==> config.mk <==
export PLATFORM = sky130hd
export DESIGN_NAME = qspi_sclk_engine_flat
export DESIGN_NICKNAME = d
export VERILOG_FILES = /design/src/rtl/qspi_sclk_engine_if.sv /design/src/rtl/qspi_sclk_engine.sv /design/src/flat_wrapper.sv
export SDC_FILE = /design/constraint.sdc
export NUM_CORES = 1
export LEC_CHECK = 0
export BUFFER_PORTS_ARGS = -buffer_cell sky130_fd_sc_hd__buf_4
export CORE_ASPECT_RATIO = 0.7
export CORE_MARGIN = 8
export CORE_UTILIZATION = 40
export DETAILED_ROUTE_END_ITERATION = 10
export MAX_ROUTING_LAYER = met4
export SYNTH_ARGS = -nofsm -noshare
export SYNTH_HDL_FRONTEND = slang
export SYNTH_SLANG_ARGS = --single-unit
==> constraint.sdc <==
create_clock -name hclk -period 2.4 [get_ports hclk]
set_clock_uncertainty 0.1 [all_clocks]
set_input_delay 0 -clock hclk [delete_from_list [all_inputs] [get_ports hclk]]
set_output_delay 0 -clock hclk [all_outputs]
set_load 0.01 [all_outputs]
==> src/rtl/qspi_sclk_engine_if.sv <==
// qspi_sclk_engine_if: config/handshake bundle for the SCLK engine.
// Delay inputs exist only with QSPI_SCLK_DELAY_EN defined.
interface qspi_sclk_engine_if #(
  parameter int DIV_W = 8,
  parameter int CNT_W = 16
);
  logic [DIV_W-1:0] clk_div_in;
  logic             cpol_in;
  logic             cpha_in;
  logic [CNT_W-1:0] num_cycles_in;
  logic             start_in;
  logic             abort_in;
`ifdef QSPI_SCLK_DELAY_EN
  logic [DIV_W-1:0] lead_dly_in;
  logic [DIV_W-1:0] trail_dly_in;
`endif
  logic             busy_out;
  logic             done_out;
  logic             sclk_out;
  logic             launch_stb_out;
  logic             sample_stb_out;
  logic [CNT_W-1:0] cycle_cnt_out;

  modport master (
    output clk_div_in,
    output cpol_in,
    output cpha_in,
    output num_cycles_in,
    output start_in,
    output abort_in,
`ifdef QSPI_SCLK_DELAY_EN
    output lead_dly_in,
    output trail_dly_in,
`endif
    input  busy_out,
    input  done_out,
    input  sclk_out,
    input  launch_stb_out,
    input  sample_stb_out,
    input  cycle_cnt_out
  );

  modport slave (
    input  clk_div_in,
    input  cpol_in,
    input  cpha_in,
    input  num_cycles_in,
    input  start_in,
    input  abort_in,
`ifdef QSPI_SCLK_DELAY_EN
    input  lead_dly_in,
    input  trail_dly_in,
`endif
    output busy_out,
    output done_out,
    output sclk_out,
    output launch_stb_out,
    output sample_stb_out,
    output cycle_cnt_out
  );
endinterface

==> src/rtl/qspi_sclk_engine.sv <==
// qspi_sclk_engine: N-cycle SCLK burst generator with launch/sample strobes.
// Optional lead/trail idle delays are enabled by QSPI_SCLK_DELAY_EN.
module qspi_sclk_engine #(
  parameter int DIV_W = 8,
  parameter int CNT_W = 16
) (
  input logic               hclk,
  input logic               hreset_n,
  qspi_sclk_engine_if.slave bus
);

`ifdef QSPI_SCLK_DELAY_EN
  typedef enum logic [1:0] {
    S_IDLE, S_LEAD, S_RUN, S_TRAIL
  } state_e;
`else
  typedef enum logic [1:0] {
    S_IDLE, S_RUN, S_TRAIL
  } state_e;
`endif

  localparam logic [DIV_W:0] D_ONE =
    {{DIV_W{1'b0}}, 1'b1};
  localparam logic [CNT_W:0] E_ONE =
    {{CNT_W{1'b0}}, 1'b1};
  localparam logic [CNT_W-1:0] C_ONE =
    {{(CNT_W-1){1'b0}}, 1'b1};

  state_e           state_q;
  logic [DIV_W-1:0] div_q;
  logic             cpol_q;
  logic             cpha_q;
  logic [CNT_W:0]   edges_q;
  logic [DIV_W:0]   div_cnt_q;
  logic [CNT_W:0]   edge_q;
  logic             busy_q;
  logic             done_q;
  logic             sclk_q;
  logic             launch_q;
  logic             sample_q;
  logic [CNT_W-1:0] ccnt_q;
`ifdef QSPI_SCLK_DELAY_EN
  logic [DIV_W-1:0] lead_q;
  logic [DIV_W-1:0] trail_q;
  logic             lead_end_d;
`endif

  logic           wrap_d;
  logic [CNT_W:0] edge_d;
  logic           last_d;
  logic           odd_d;
  logic           launch_d;
  logic           sample_d;
  logic           tr_end_d;
  logic           cnt_inc_d;
  state_e         start_st_d;

  // Edge bookkeeping and strobe decode for the next divider wrap.
  always_comb begin
    wrap_d    = (div_cnt_q == {1'b0, div_q});
    edge_d    = edge_q + E_ONE;
    last_d    = (edge_d == edges_q);
    odd_d     = edge_d[0];
    launch_d  = 1'b0;
    sample_d  = 1'b0;
    unique case (1'b1)
      cpha_q: begin
        launch_d = odd_d;
        sample_d = !odd_d;
      end
      !cpha_q: begin
        launch_d = !odd_d && !last_d;
        sample_d = odd_d;
      end
    endcase
    cnt_inc_d = !odd_d &&
      (ccnt_q != edges_q[CNT_W:1]);
`ifdef QSPI_SCLK_DELAY_EN
    tr_end_d = (div_cnt_q ==
      ({1'b0, div_q} + {1'b0, trail_q}));
    lead_end_d = (div_cnt_q ==
      ({1'b0, lead_q} - D_ONE));
`else
    tr_end_d = wrap_d;
`endif
    start_st_d = (bus.num_cycles_in == '0) ?
      S_TRAIL : S_RUN;
`ifdef QSPI_SCLK_DELAY_EN
    if (bus.lead_dly_in != '0)
      start_st_d = S_LEAD;
`endif
  end

  // Burst FSM; every output is a register.
  always_ff @(posedge hclk or negedge hreset_n) begin
    if (!hreset_n) begin
      state_q   <= S_IDLE;
      div_q     <= '0;
      cpol_q    <= 1'b0;
      cpha_q    <= 1'b0;
      edges_q   <= '0;
      div_cnt_q <= '0;
      edge_q    <= '0;
      busy_q    <= 1'b0;
      done_q    <= 1'b0;
      sclk_q    <= 1'b0;
      launch_q  <= 1'b0;
      sample_q  <= 1'b0;
      ccnt_q    <= '0;
`ifdef QSPI_SCLK_DELAY_EN
      lead_q    <= '0;
      trail_q   <= '0;
`endif
    end else begin
      launch_q <= 1'b0;
      sample_q <= 1'b0;
      done_q   <= 1'b0;
      if (bus.abort_in) begin
        state_q <= S_IDLE;
        busy_q  <= 1'b0;
        sclk_q  <= cpol_q;
      end else begin
        unique case (state_q)
          S_IDLE: begin
            if (bus.start_in) begin
              div_q     <= bus.clk_div_in;
              cpol_q    <= bus.cpol_in;
              cpha_q    <= bus.cpha_in;
              edges_q   <= {bus.num_cycles_in, 1'b0};
`ifdef QSPI_SCLK_DELAY_EN
              lead_q    <= bus.lead_dly_in;
              trail_q   <= bus.trail_dly_in;
`endif
              div_cnt_q <= '0;
              edge_q    <= '0;
              ccnt_q    <= '0;
              busy_q    <= 1'b1;
              sclk_q    <= bus.cpol_in;
              state_q   <= start_st_d;
            end
          end
`ifdef QSPI_SCLK_DELAY_EN
          S_LEAD: begin
            if (lead_end_d) begin
              div_cnt_q <= '0;
              state_q   <= (edges_q == '0) ?
                S_TRAIL : S_RUN;
            end else begin
              div_cnt_q <= div_cnt_q + D_ONE;
            end
          end
`endif
          S_RUN: begin
            if (wrap_d) begin
              div_cnt_q <= '0;
              edge_q    <= edge_d;
              sclk_q    <= !sclk_q;
              launch_q  <= launch_d;
              sample_q  <= sample_d;
              if (cnt_inc_d)
                ccnt_q <= ccnt_q + C_ONE;
              if (last_d)
                state_q <= S_TRAIL;
            end else begin
              div_cnt_q <= div_cnt_q + D_ONE;
            end
          end
          S_TRAIL: begin
            if (tr_end_d) begin
              done_q  <= 1'b1;
              busy_q  <= 1'b0;
              state_q <= S_IDLE;
            end else begin
              div_cnt_q <= div_cnt_q + D_ONE;
            end
          end
          default: state_q <= S_IDLE;
        endcase
      end
    end
  end

  assign bus.busy_out       = busy_q;
  assign bus.done_out       = done_q;
  assign bus.sclk_out       = sclk_q;
  assign bus.launch_stb_out = launch_q;
  assign bus.sample_stb_out = sample_q;
  assign bus.cycle_cnt_out  = ccnt_q;

endmodule

==> src/flat_wrapper.sv <==
// flat-port wrapper written by rule: the top's interface ports become plain ports
module qspi_sclk_engine_flat 
#(
  parameter int DIV_W = 8,
  parameter int CNT_W = 16
)
  (hclk, hreset_n, bus_clk_div_in, bus_cpol_in, bus_cpha_in, bus_num_cycles_in, bus_start_in, bus_abort_in, bus_busy_out, bus_done_out, bus_sclk_out, bus_launch_stb_out, bus_sample_stb_out, bus_cycle_cnt_out);
  qspi_sclk_engine_if #(.DIV_W(DIV_W), .CNT_W(CNT_W)) bus_i ();
  input logic hclk;
  input logic hreset_n;
  input wire logic [$bits(bus_i.clk_div_in)-1:0] bus_clk_div_in;
  input wire logic [$bits(bus_i.cpol_in)-1:0] bus_cpol_in;
  input wire logic [$bits(bus_i.cpha_in)-1:0] bus_cpha_in;
  input wire logic [$bits(bus_i.num_cycles_in)-1:0] bus_num_cycles_in;
  input wire logic [$bits(bus_i.start_in)-1:0] bus_start_in;
  input wire logic [$bits(bus_i.abort_in)-1:0] bus_abort_in;
  output wire logic [$bits(bus_i.busy_out)-1:0] bus_busy_out;
  output wire logic [$bits(bus_i.done_out)-1:0] bus_done_out;
  output wire logic [$bits(bus_i.sclk_out)-1:0] bus_sclk_out;
  output wire logic [$bits(bus_i.launch_stb_out)-1:0] bus_launch_stb_out;
  output wire logic [$bits(bus_i.sample_stb_out)-1:0] bus_sample_stb_out;
  output wire logic [$bits(bus_i.cycle_cnt_out)-1:0] bus_cycle_cnt_out;
  assign bus_i.clk_div_in = bus_clk_div_in;
  assign bus_i.cpol_in = bus_cpol_in;
  assign bus_i.cpha_in = bus_cpha_in;
  assign bus_i.num_cycles_in = bus_num_cycles_in;
  assign bus_i.start_in = bus_start_in;
  assign bus_i.abort_in = bus_abort_in;
  assign bus_busy_out = bus_i.busy_out;
  assign bus_done_out = bus_i.done_out;
  assign bus_sclk_out = bus_i.sclk_out;
  assign bus_launch_stb_out = bus_i.launch_stb_out;
  assign bus_sample_stb_out = bus_i.sample_stb_out;
  assign bus_cycle_cnt_out = bus_i.cycle_cnt_out;
  qspi_sclk_engine #(.DIV_W(DIV_W), .CNT_W(CNT_W)) u_core (.hclk(hclk), .hreset_n(hreset_n), .bus(bus_i));
endmodule
======== Word-level counts from Yosys, hierarchy flattened ========
Index checks and enable logic that the tools add are counted.
word-level totals
  bits in registers ....................... 75
  logic and storage cells ................. 86
  input port bits ......................... 30
operators by class
  mux-type cells .......................... 37
  bitwise logic cells ..................... 1
  add/subtract/negate cells ............... 3
  eq/ne operators ......................... 13
  reductions and logical operators ........ 19
operators with widths
  cell                                                                     number
  16-bit 2-to-1 mux                                                        3
  17-bit 2-to-1 mux                                                        2
  17-bit case mux with 2 select lines                                      1
  16-bit case mux with 2 select lines                                      1
  9-bit 2-to-1 mux                                                         3
  9-bit case mux with 3 select lines                                       1
  17-bit by 1-bit adder with 17-bit output, second input constant          1
  17-bit == test                                                           1
  16-bit by 1-bit adder with 16-bit output, second input constant          1
  16-bit logical NOT                                                       1
  16-bit inequality test                                                   1
  1-bit 2-to-1 mux                                                         15
  2-bit 2-to-1 mux                                                         6
  4-bit AND reduction                                                      3
  9-bit by 1-bit adder with 9-bit output, second input constant            1
  9-bit by 8-bit == test with 1-bit output                                 1
  3-bit by 2-bit inequality test with 1-bit output, second input constant  3
  3-bit AND reduction                                                      3
  3-bit nonzero test                                                       3
  1-bit case mux with 2 select lines                                       4
  2-bit case mux with 3 select lines                                       1
  5-bit AND reduction                                                      1
  1-bit logical NOT                                                        4
  2-bit by 1-bit inequality test with 1-bit output, second input constant  2
  other kinds (8)                                                          10

======== Logic depth before layout (Yosys ltp) ========
Gate-level depths: netlist of the first run.
  depth after elaboration ................. 8
  gate-level depth with buffers ........... 12

======== Worst setup path before layout of the first run ========
No wires, ideal clock.
  path kind ............................... flip-flop to flip-flop
  start point ............................. register u_core.edge_q[1]
  end point ............................... register u_core.state_q[0]
  data arrival time ....................... 2.361 ns
  cell stages (with the launch flop) ...... 9
  period minus slack after synthesis ...... 2.587 ns
  slack ................................... -0.187 ns
  path buffers ............................ 0
  cell sequence ........................... dfrtp_1 ha_1 nand3_1 or4_4 nand2_1 nand4_1 nor4_2 nand4b_1 a221o_1
between the ends
  longest elaborated chain between the ends .. 4
RTL lines
  item                                                        line                     source
  start, declared                                             qspi_sclk_engine.sv:35   logic [CNT_W:0] edge_q;
  start signal, assigned                                      qspi_sclk_engine.sv:156  edge_q <= edge_d;
  17-bit by 1-bit adder with 17-bit output                    qspi_sclk_engine.sv:61   edge_d = edge_q + E_ONE;
  17-bit == test                                              qspi_sclk_engine.sv:62   last_d = (edge_d == edges_q);
  3-bit by 2-bit inequality test with 1-bit output (no line)  n/a
  4-bit AND reduction (no line)                               n/a
  end signal, assigned                                        qspi_sclk_engine.sv:139  state_q <= start_st_d;
  end, declared                                               qspi_sclk_engine.sv:29   state_e state_q;
Every way passes these cells.
A chain may end at the register's enable or synchronous reset.

======== Worst setup path after layout of the first run ========
  start point ............................. register u_core.edge_q[0]
  end point ............................... register u_core.state_q[0]
The elaborated chain is that of the path after synthesis.

==> impl_metrics.env, run 1 <==
export IMPL_drtAntennaViolNets=0
export IMPL_synth_main_ff_cell="dfrtp_1"
export IMPL_crit_path_start_kind="register"
export IMPL_async_reset_ff_frac=1.00
export IMPL_vias=4244
export IMPL_final_cell_mix="buf_4 (119), dfrtp_1 (73), nand2_1 (44)"
export IMPL_start_util=0.402
export IMPL_crit_required_ns=2.52
export IMPL_crit_chain="ha_4 -> nand3_4 -> buf_6 -> or4_4 -> nand2_2 -> nand4_1 -> nor4_4 -> nand4b_1 -> a221o_1"
export IMPL_die_h_um=106
export IMPL_io_buffer_count=50
export IMPL_syn_inst=489
export IMPL_vias_per_cell=5.41
export IMPL_synth_largest_area_cell="dfrtp_1"
export IMPL_antenna_found_initial=0
export IMPL_clk_latency_ns=0.34
export IMPL_ys_types=56
export IMPL_min_path_type="in -> async"
export IMPL_cts_made_buffers=9
export IMPL_violations="negative setup slack"
export IMPL_num_nets_final=660
export IMPL_crit_arrival_ns=2.67
export IMPL_avgSynthCellArea_um2=9.47
export IMPL_synth_area_leaders="dfrtp_1 (41%), xnor2_1 (7.2%), mux2_2 (6.3%)"
export IMPL_io_pins=51
export IMPL_syn_cell_area_mm2=0.00463
export IMPL_critPathMaxStageDelay_ns=0.54
export IMPL_crit_family="simple AND/OR/NAND/NOR gates"
export IMPL_setup_slack_ns=-0.143
export IMPL_r2r_setup_slack_ns=-0.14
export IMPL_path_max_fanout=4
export IMPL_drive_gt1_frac=0.330
export IMPL_timing_rr_start="u_core.edge_q[0]"
export IMPL_dieWidth_um=145
export IMPL_path_clk_slew_ns=0.06
export IMPL_drc_errors=0
export IMPL_cap_violations=0
export IMPL_clock_root_buffer="clkbuf_16"
export IMPL_rr_worst_depth=9
export IMPL_ys_warnings_count=0
export IMPL_cts_tree="done"
export IMPL_min_period_ns=2.54
export IMPL_ir_drop_uv=612
export IMPL_path_class="reg -> reg"
export IMPL_fin_setup_tns_ns=-0.311
export IMPL_grtUsageTotal=0.185
export IMPL_final_cells=785
export IMPL_dp_hpwl_um=9890
export IMPL_wl_per_cell_um=17.2
export IMPL_wirelength_um=13500
export IMPL_num_rows=33
export IMPL_synth_edf_count=0
export IMPL_final_hold_viol_count=0
export IMPL_htree_num_levels=3
export IMPL_diodes=0
export IMPL_yosysSeqAreaShare=0.405
export IMPL_p_leak_nw=2.91
export IMPL_grt_first_pass_wirelength_um=21700
export IMPL_synth_top_area_frac=0.405
export IMPL_rsz0062_at_grt="yes"
export IMPL_syn_num_nets=525
export IMPL_first_global_vias=4106
export IMPL_cp_slowest_cell="or4_4"
export IMPL_final_period_utilization=1.06
export IMPL_tightestPinTransition_ns=0.716
export IMPL_cts_sinks=75
export IMPL_dieArea_mm2=0.0153
export IMPL_dr_first_iter_drc_count=257
export IMPL_postPlaceCellArea_mm2=0.00566
export IMPL_crit_buf_inv=1
export IMPL_setup_viol=5
export IMPL_clk_path_buf_depth=2
export IMPL_slew_viol_final=0
export IMPL_fin_area_mm2=0.00648
export IMPL_critPathLaunch="u_core.edge_q[0]"
export IMPL_r2r_end="u_core.state_q[0]"
export IMPL_end_kind="register"
export IMPL_layout_commonest_cell="buf_4"
export IMPL_power_density_mw_per_mm2=892
export IMPL_drtPass1Iterations=5
export IMPL_status="finished, violations left"
export IMPL_place_inst=735
export IMPL_fin_hold_ws_ns=0.0765
export IMPL_core_area_mm2=0.0115
export IMPL_maxSlewHeadroom=0.522
export IMPL_area_growth_pct=39.8
export IMPL_grt_max_degree=38
export IMPL_fmax_mhz=393
export IMPL_gp_congestion=0.947
export IMPL_ys_seq_elements=75
export IMPL_grt_overflow=0
flip-flops by register name, indices dropped and copies added, names as in the netlist:
| register | cells |
|---|---|
| u_core.bus.sclk_out | 1 |
| u_core.div_cnt_q | 9 |
| u_core.cpha_q | 1 |
| u_core.edge_q | 17 |
| u_core.edges_q | 16 |
| u_core.state_q | 2 |
| u_core.bus.busy_out | 1 |
| u_core.bus.done_out | 1 |
| u_core.div_q | 8 |
| u_core.bus.cycle_cnt_out | 16 |
| u_core.bus.launch_stb_out | 1 |
| u_core.cpol_q | 1 |
| u_core.bus.sample_stb_out | 1 |
metrics by stage:
step / worst slack, ns / utilization / total power, mW
CTS: -0.141 / 0.547 / 5.66
global placement: -0.0985 / 0.492 / 4.12
global route: -0.235 / 0.562 / 6.10
detailed placement: -0.217 / 0.492 / 4.17
finish: -0.143 / 0.562 / 5.78
floorplan: -0.0111 / - / 3.33
metal layers:
metal / vias to the layer above / part of all wire / global-route usage
li1: 2034 / - / -
met1: 2081 / 0.51 / 0.267
met2: 114 / 0.43 / 0.255
met3: 15 / 0.049 / 0.0466
met4: 0 / 0.011 / 0.0392
met5: - / 0 / -
worst max-delay path by stage:
| stage | endpoint | slack [ns] | cells past startpoint |
|---|---|---|---|
| 2_1_floorplan | u_core.state_q[0] | -0.01 | 8 |
| 5_1_grt | u_core.state_q[0] | -0.23 | 9 |
| 3_5_place_dp | u_core.state_q[0] | -0.22 | 9 |
| 6_report | u_core.state_q[0] | -0.14 | 9 |
| 3_3_place_gp | u_core.state_q[0] | -0.1 | 9 |
| 4_1_cts | u_core.state_q[0] | -0.14 | 8 |
final cells by class:
class                   count  area, µm²
clock buffers               9        225
clock inverters             6       73.8
fillers                   988       5040
inverters                  11       41.3
multi-input cells         372       2760
flip-flops and latches     75       1880
well taps                 157        196
repair buffers            155       1300
what timing repair did:
| item | 4_1_cts | 5_1_grt |
|---|---|---|
| hold buffers | 29 | 0 |
| buffers inserted | 2 | 4 |
| endpoints found under the setup margin | 14 | 20 |
| cloned | 0 | 1 |
| gates resized for setup | 6 | 29 |
| hold endpoints to repair | 71 | 0 |
| pin swaps | 1 | 27 |
kinds of logic (layout without fill, tap and decap cells):
group                    Yosys count  after routing  synth area share
multiplexers                      28             28            0.0675
XOR/XNOR                          54             54             0.104
adder cells (fa/ha/maj)            7              7            0.0184
buffers and inverters             42            181            0.0437
flip-flops                        75             75             0.405
AND/OR/NAND/NOR                  182            182             0.218
AO/OA/AOI/OAI                    101            101             0.144
cells in the mapped netlist, types with 3 or more instances:
cell and n:
nor3b_1 4, ha_1 6, nor4_2 5, nor4_1 10, nand2b_1 7, xnor2_1 38, buf_6 3, a21oi_1 15
xor2_1 15, inv_1 11, or3_1 4, nor3_1 18, nand3_1 18, o31ai_1 6, a22o_1 10, and3_1 9
buf_4 4, nand2_1 46, a211oi_1 3, nand4_1 8, nor2b_1 7, o21ai_0 36, a31oi_1 7, dfrtp_1 75
o22ai_1 3, buf_2 6, mux2_2 26, clkbuf_1 18, and4_1 3, a21o_1 5, nor2_1 27
worst reg2reg max path, stage by stage, from the launching register on:
cell and delay, ns:
dfrtp_1 0.42, ha_4 0.19, nand3_4 0.08, buf_6 0.14, or4_4 0.54, nand2_2 0.08
nand4_1 0.17, nor4_4 0.26, nand4b_1 0.14, a221o_1 0.32
report_power, final:
group	leakage (nW)	switching (mW)	internal, mW
combinational	1.78	1.21	1.23
sequential	0.981	0.386	1.56
clock	0.140	0.572	0.812
total	2.91	2.17	3.61
Power figures use the tool's default switching activity.
==> inputs of run 2 (changes only) <==
Settings changed: CORE_UTILIZATION 40 to 35, SKIP_CTS_REPAIR_TIMING from default to 1.
==> run 2 against run 1 <==
The run ends with negative hold slack, negative setup slack left. Via count about the same. Power down 1.8%. Count of clock-buffer cells in the layout unchanged. Global-route usage down 2.8 points. Clock power about the same. Cell area about the same. Flip-flop and latch count unchanged. Utilization down 6.6 points. Critical path type unchanged. Critical endpoint unchanged. Largest power group unchanged.
==> impl_metrics.env, run 2 (same netlist as run 1, synthesis figures left out) <==
export IMPL_vias=4243
export IMPL_cp_depth=9
export IMPL_clk_latency_ns=0.34
export IMPL_layout_commonest_cell="buf_4"
export IMPL_wirelength_um=13600
export IMPL_ir_drop_uv=473
export IMPL_drtAntennaViolNets=0
export IMPL_p_comb_frac=0.416
export IMPL_power_density_mw_per_mm2=876
export IMPL_diodes=0
export IMPL_cp_slowest_cell="or4_4"
export IMPL_cap_violations=0
export IMPL_path_max_fanout=4
export IMPL_drc_errors=0
export IMPL_antenna_found_initial=0
export IMPL_clock_root_buffer="clkbuf_16"
export IMPL_path_clk_slew_ns=0.06
export IMPL_clk_path_buf_depth=2
export IMPL_postPlaceCellArea_mm2=0.00569
export IMPL_crit_required_ns=2.52
export IMPL_dp_hpwl_um=9810
export IMPL_p_sw_mw=2.14
export IMPL_power_frac_clock=0.241
export IMPL_cts_tree="done"
export IMPL_num_rows=35
export IMPL_status="finished, violations left"
export IMPL_crit_chain="ha_4 -> nand3_4 -> buf_6 -> or4_4 -> nand2_2 -> nand4_1 -> nor4_4 -> nand4b_1 -> a221o_1"
export IMPL_crit_arrival_ns=2.69
export IMPL_rsz0062_at_grt="yes"
export IMPL_crit_family="simple AND/OR/NAND/NOR gates"
export IMPL_place_inst=747
export IMPL_final_cell_mix="buf_4 (122), dfrtp_1 (72), nand2_1 (45)"
export IMPL_crit_path_start_kind="register"
export IMPL_htree_num_levels=3
export IMPL_path_class="reg -> reg"
export IMPL_critPathMaxStageDelay_ns=0.54
export IMPL_end_kind="register"
export IMPL_fin_area_mm2=0.00648
export IMPL_die_h_um=112
export IMPL_violations="negative hold slack, negative setup slack"
export IMPL_swShare=0.377
export IMPL_total_power_mw=5.68
export IMPL_pre_cts_ws_ns=-0.182
export IMPL_cts_made_buffers=9
export IMPL_io_pins=51
export IMPL_fmax_mhz=390
export IMPL_area_growth_pct=39.8
export IMPL_setup_viol=4
export IMPL_io_buffer_count=50
export IMPL_drive_gt1_frac=0.342
export IMPL_final_cells=795
export IMPL_dieArea_mm2=0.0172
export IMPL_setup_slack_ns=-0.164
export IMPL_cts_sinks=75
export IMPL_grt_overflow=0
export IMPL_min_period_ns=2.56
export IMPL_gp_congestion=0.909
export IMPL_seqPwrFrac=0.343
export IMPL_p_leak_nw=2.94
export IMPL_core_area_mm2=0.0131
export IMPL_final_period_utilization=1.07
export IMPL_fin_hold_ws_ns=-0.00213
export IMPL_start_util=0.355
export IMPL_grtUsageTotal=0.157
export IMPL_maxSlewHeadroom=0.326
export IMPL_dieWidth_um=154
export IMPL_slew_viol_final=0
export IMPL_rr_worst_depth=9
export IMPL_final_hold_viol_count=1
export IMPL_vias_per_cell=5.34
export IMPL_num_nets_final=661
export IMPL_largest_register_ffs=17
export IMPL_top_register="u_core.edge_q"
export IMPL_wl_per_cell_um=17.2
export IMPL_crit_buf_inv=1
export IMPL_min_path_type="in -> reg"
export IMPL_tightestPinTransition_ns=1.01
export IMPL_grt_max_degree=76
export IMPL_min_path_cells=5
export IMPL_dr_first_iter_drc_count=298
export IMPL_drtPass1Iterations=5
export IMPL_cellInternalPower_mw=3.53
export IMPL_first_global_vias=3998
export IMPL_grt_first_pass_wirelength_um=21100
==> run 2: worst min-delay path: cells and delay by family <==
family	cells	cell delay (ns)
AND/OR/NAND/NOR	2	0.17
AO/OA/AOI/OAI	2	0.12
buffers and inverters	1	0.12
==> run 2: cell type report <==
type / instances / area (µm²)
inverter: 11 / 41.3
clock buffer: 9 / 225
fill: 1170 / 6570
clock inverter: 6 / 65.1
tap: 166 / 208
timing repair buffer: 156 / 1270
sequential: 75 / 1880
multi-input combinational: 372 / 2780
==> run 2: path summary, 6_finish.rpt <==
check | to | slack (ns) | startpoint
hold / removal | u_core.bus.busy_out | -0.002 | bus_start_in
min in group asynchronous | u_core.edge_q[6] | 0.27 | hreset_n
max in group asynchronous | u_core.edge_q[1] | 1.24 | hreset_n
setup reg to reg | u_core.state_q[0] | -0.16 | u_core.edge_q[0]
setup / recovery | u_core.state_q[0] | -0.16 | u_core.edge_q[0]
hold reg to reg | u_core.div_cnt_q[8] | 0.39 | u_core.div_cnt_q[8]
==> run 2: power groups by stage <==
stage,combinational [mW],clock (mW),sequential (mW)
2_1_floorplan,1.49,0,1.84
3_5_place_dp,2.21,0,1.97
4_1_cts,2.21,1.39,1.94
3_3_place_gp,2.16,0,1.95
5_1_grt,2.58,1.44,1.98
6_report,2.36,1.37,1.95
==> run 2: layer usage <==
layer,vias to the layer above,GRT usage,part of all wire
met1,2069,0.227,0.51
li1,2039,-,-
met2,125,0.215,0.43
met5,-,-,0
met4,0,0.0429,0.010
met3,10,0.0319,0.049
==> run 2: per-stage QoR <==
step	hold WS [ns]	util	setup TNS (ns)
2_1_floorplan	-0.396	-	-0.0111
3_3_place_gp	0.126	0.436	-1.38
3_5_place_dp	0.133	0.436	-1.52
4_1_cts	-0.225	0.458	-1.84
5_1_grt	0.0309	0.496	-0.984
6_report	-0.00213	0.496	-0.266
==> inputs of run 3 (changes only) <==
Settings changed: PLACE_DENSITY from default to 0.56.
==> run 3 against run 2 <==
The flow finishes with violations (negative setup slack). Sequential share of layout area rose by 0.28 points. Flip-flop and latch count did not move. Cell count fell by 0.88%. Cell area fell by 0.95%. Die area did not move. Count of clock-buffer cells in the layout rose by 1. Utilization fell by 0.47 points. Power rose by 4.5%. Clock power rose by 9%.
==> impl_metrics.env, run 3 (same netlist as run 1, synthesis figures left out) <==
export IMPL_status="finished, violations left"
export IMPL_violations="negative setup slack"
export IMPL_area_growth_pct=38.5
export IMPL_rr_worst_depth=9
export IMPL_dr_first_iter_drc_count=315
export IMPL_largest_register_ffs=17
export IMPL_grt_overflow=0
export IMPL_crit_path_start_kind="register"
export IMPL_dieWidth_um=154
export IMPL_wl_per_cell_um=18.0
export IMPL_crit_chain="ha_4 -> nand3_4 -> buf_6 -> or4_4 -> nand2_2 -> nand4_1 -> nor4_4 -> nand4b_1 -> a221o_1"
export IMPL_gp_congestion=0.886
export IMPL_clk_latency_ns=0.34
export IMPL_setup_viol=1
export IMPL_die_h_um=112
export IMPL_p_leak_nw=2.80
export IMPL_min_period_ns=2.51
export IMPL_place_inst=738
export IMPL_setup_slack_ns=-0.111
export IMPL_cap_violations=0
export IMPL_first_global_vias=4075
export IMPL_grtUsageTotal=0.166
export IMPL_path_clk_slew_ns=0.06
export IMPL_r2r_setup_slack_ns=-0.11
export IMPL_path_max_fanout=4
export IMPL_vias_per_cell=5.32
export IMPL_vias=4195
export IMPL_num_nets_final=653
export IMPL_final_cell_mix="buf_4 (112), dfrtp_1 (72), nand2_1 (44)"
export IMPL_path_class="reg -> reg"
export IMPL_cp_slowest_cell="or4_4"
export IMPL_cts_sinks=75
export IMPL_top_register="u_core.edge_q"
export IMPL_diodes=0
export IMPL_io_buffer_count=50
export IMPL_total_power_mw=5.93
export IMPL_final_hold_viol_count=0
export IMPL_end_kind="register"
export IMPL_slew_viol_final=0
export IMPL_fin_hold_ws_ns=0.00958
export IMPL_drive_gt1_frac=0.325
export IMPL_fillers=1212
export IMPL_drtPass1Iterations=5
export IMPL_critPathLaunch="u_core.edge_q[0]"
export IMPL_rsz0062_at_grt="yes"
export IMPL_drc_errors=0
export IMPL_htree_num_levels=3
export IMPL_clk_path_buf_depth=2
export IMPL_min_path_type="in -> reg"
export IMPL_drtAntennaViolNets=0
export IMPL_cts_made_buffers=9
export IMPL_layout_commonest_cell="buf_4"
export IMPL_critPathMaxStageDelay_ns=0.53
export IMPL_cts_tree="done"
export IMPL_maxSlewHeadroom=0.627
export IMPL_crit_arrival_ns=2.64
export IMPL_ir_drop_uv=554
export IMPL_final_period_utilization=1.05
export IMPL_dieArea_mm2=0.0172
export IMPL_dp_hpwl_um=10100
export IMPL_final_cells=788
export IMPL_r2r_end="u_core.state_q[0]"
export IMPL_start_util=0.355
export IMPL_endpoint="u_core.state_q[0]"
export IMPL_antenna_found_initial=0
export IMPL_fmax_mhz=398
export IMPL_timing_rr_start="u_core.edge_q[0]"
export IMPL_wirelength_um=14200
export IMPL_io_pins=51
export IMPL_tightestPinTransition_ns=0.558
export IMPL_grt_max_degree=39
export IMPL_clock_root_buffer="clkbuf_16"
export IMPL_num_rows=35
export IMPL_crit_required_ns=2.52
export IMPL_power_density_mw_per_mm2=924
export IMPL_grt_first_pass_wirelength_um=22200
export IMPL_core_area_mm2=0.0131
==> run 3: changes by cell type in the layout (fill, tap and decap cells not counted), moves of 3 or more <==
cell	change
buf_4	-10
nor3_4	-6
nor3_2	+4
o21ai_1	-4
o21ai_0	+3
==> run 3: metal layers <==
layer,vias to the layer above,routed length [µm],track usage,share of wire
met5,-,0,-,0
met4,0,166,0.0455,0.012
met3,13,746,0.0384,0.053
met2,125,6250,0.234,0.44
met1,2038,6990,0.234,0.49
li1,2019,-,-,-
==> run 3: final cells by class <==
cell class / count / area, µm² / share of cell area
clock buffer: 10 / 229 / 0.0357
clock inverter: 6 / 96.3 / 0.0150
inverter: 11 / 41.3 / 0.00643
multi-input combinational: 372 / 2710 / 0.422
sequential: 75 / 1880 / 0.293
tap: 166 / 208 / 0.0324
timing repair buffer: 148 / 1250 / 0.195
==> run 3: worst min path at each step <==
stage                     slack [ns]  cells after the start    startpoint                   to
after floorplan                -0.40                      0      hreset_n  u_core.bus.busy_out
after global placement         -0.08                      1      hreset_n     u_core.edge_q[5]
after detailed placement       -0.08                      1      hreset_n     u_core.edge_q[5]
after CTS                      -0.44                      1      hreset_n     u_core.edge_q[5]
after global routing            0.04                      5  bus_start_in  u_core.bus.busy_out
final                           0.01                      5  bus_start_in  u_core.bus.busy_out
==> run 3: per-stage QoR <==
stage | cell area (µm²) | worst slack (ns) | utilization | TNS, ns
floorplan | 4710 | -0.0111 | - | -0.0111
global placement | 5640 | -0.0759 | 0.432 | -0.108
detailed placement | 5640 | -0.153 | 0.432 | -0.444
CTS | 5970 | -0.162 | 0.457 | -0.589
global route | 6420 | -0.217 | 0.492 | -0.309
finish | 6420 | -0.111 | 0.492 | -0.111
==> run 3: worst max-delay path, delay by kind of cell, from the launching register on <==
| kind | cells | cell delay [ns] |
|---|---|---|
| and+or+nand+nor | 6 | 1.25 |
| DFF | 1 | 0.40 |
| AOI/OAI and AO/OA | 1 | 0.31 |
| adders and majority gates | 1 | 0.19 |
| buffers and inverters | 1 | 0.14 |
==> run 3: power breakdown <==
group / switching [mW] / leakage [nW] / internal, mW
Combinational: 1.22 / 1.66 / 1.20
Sequential: 0.447 / 0.979 / 1.56
Clock: 0.572 / 0.156 / 0.926
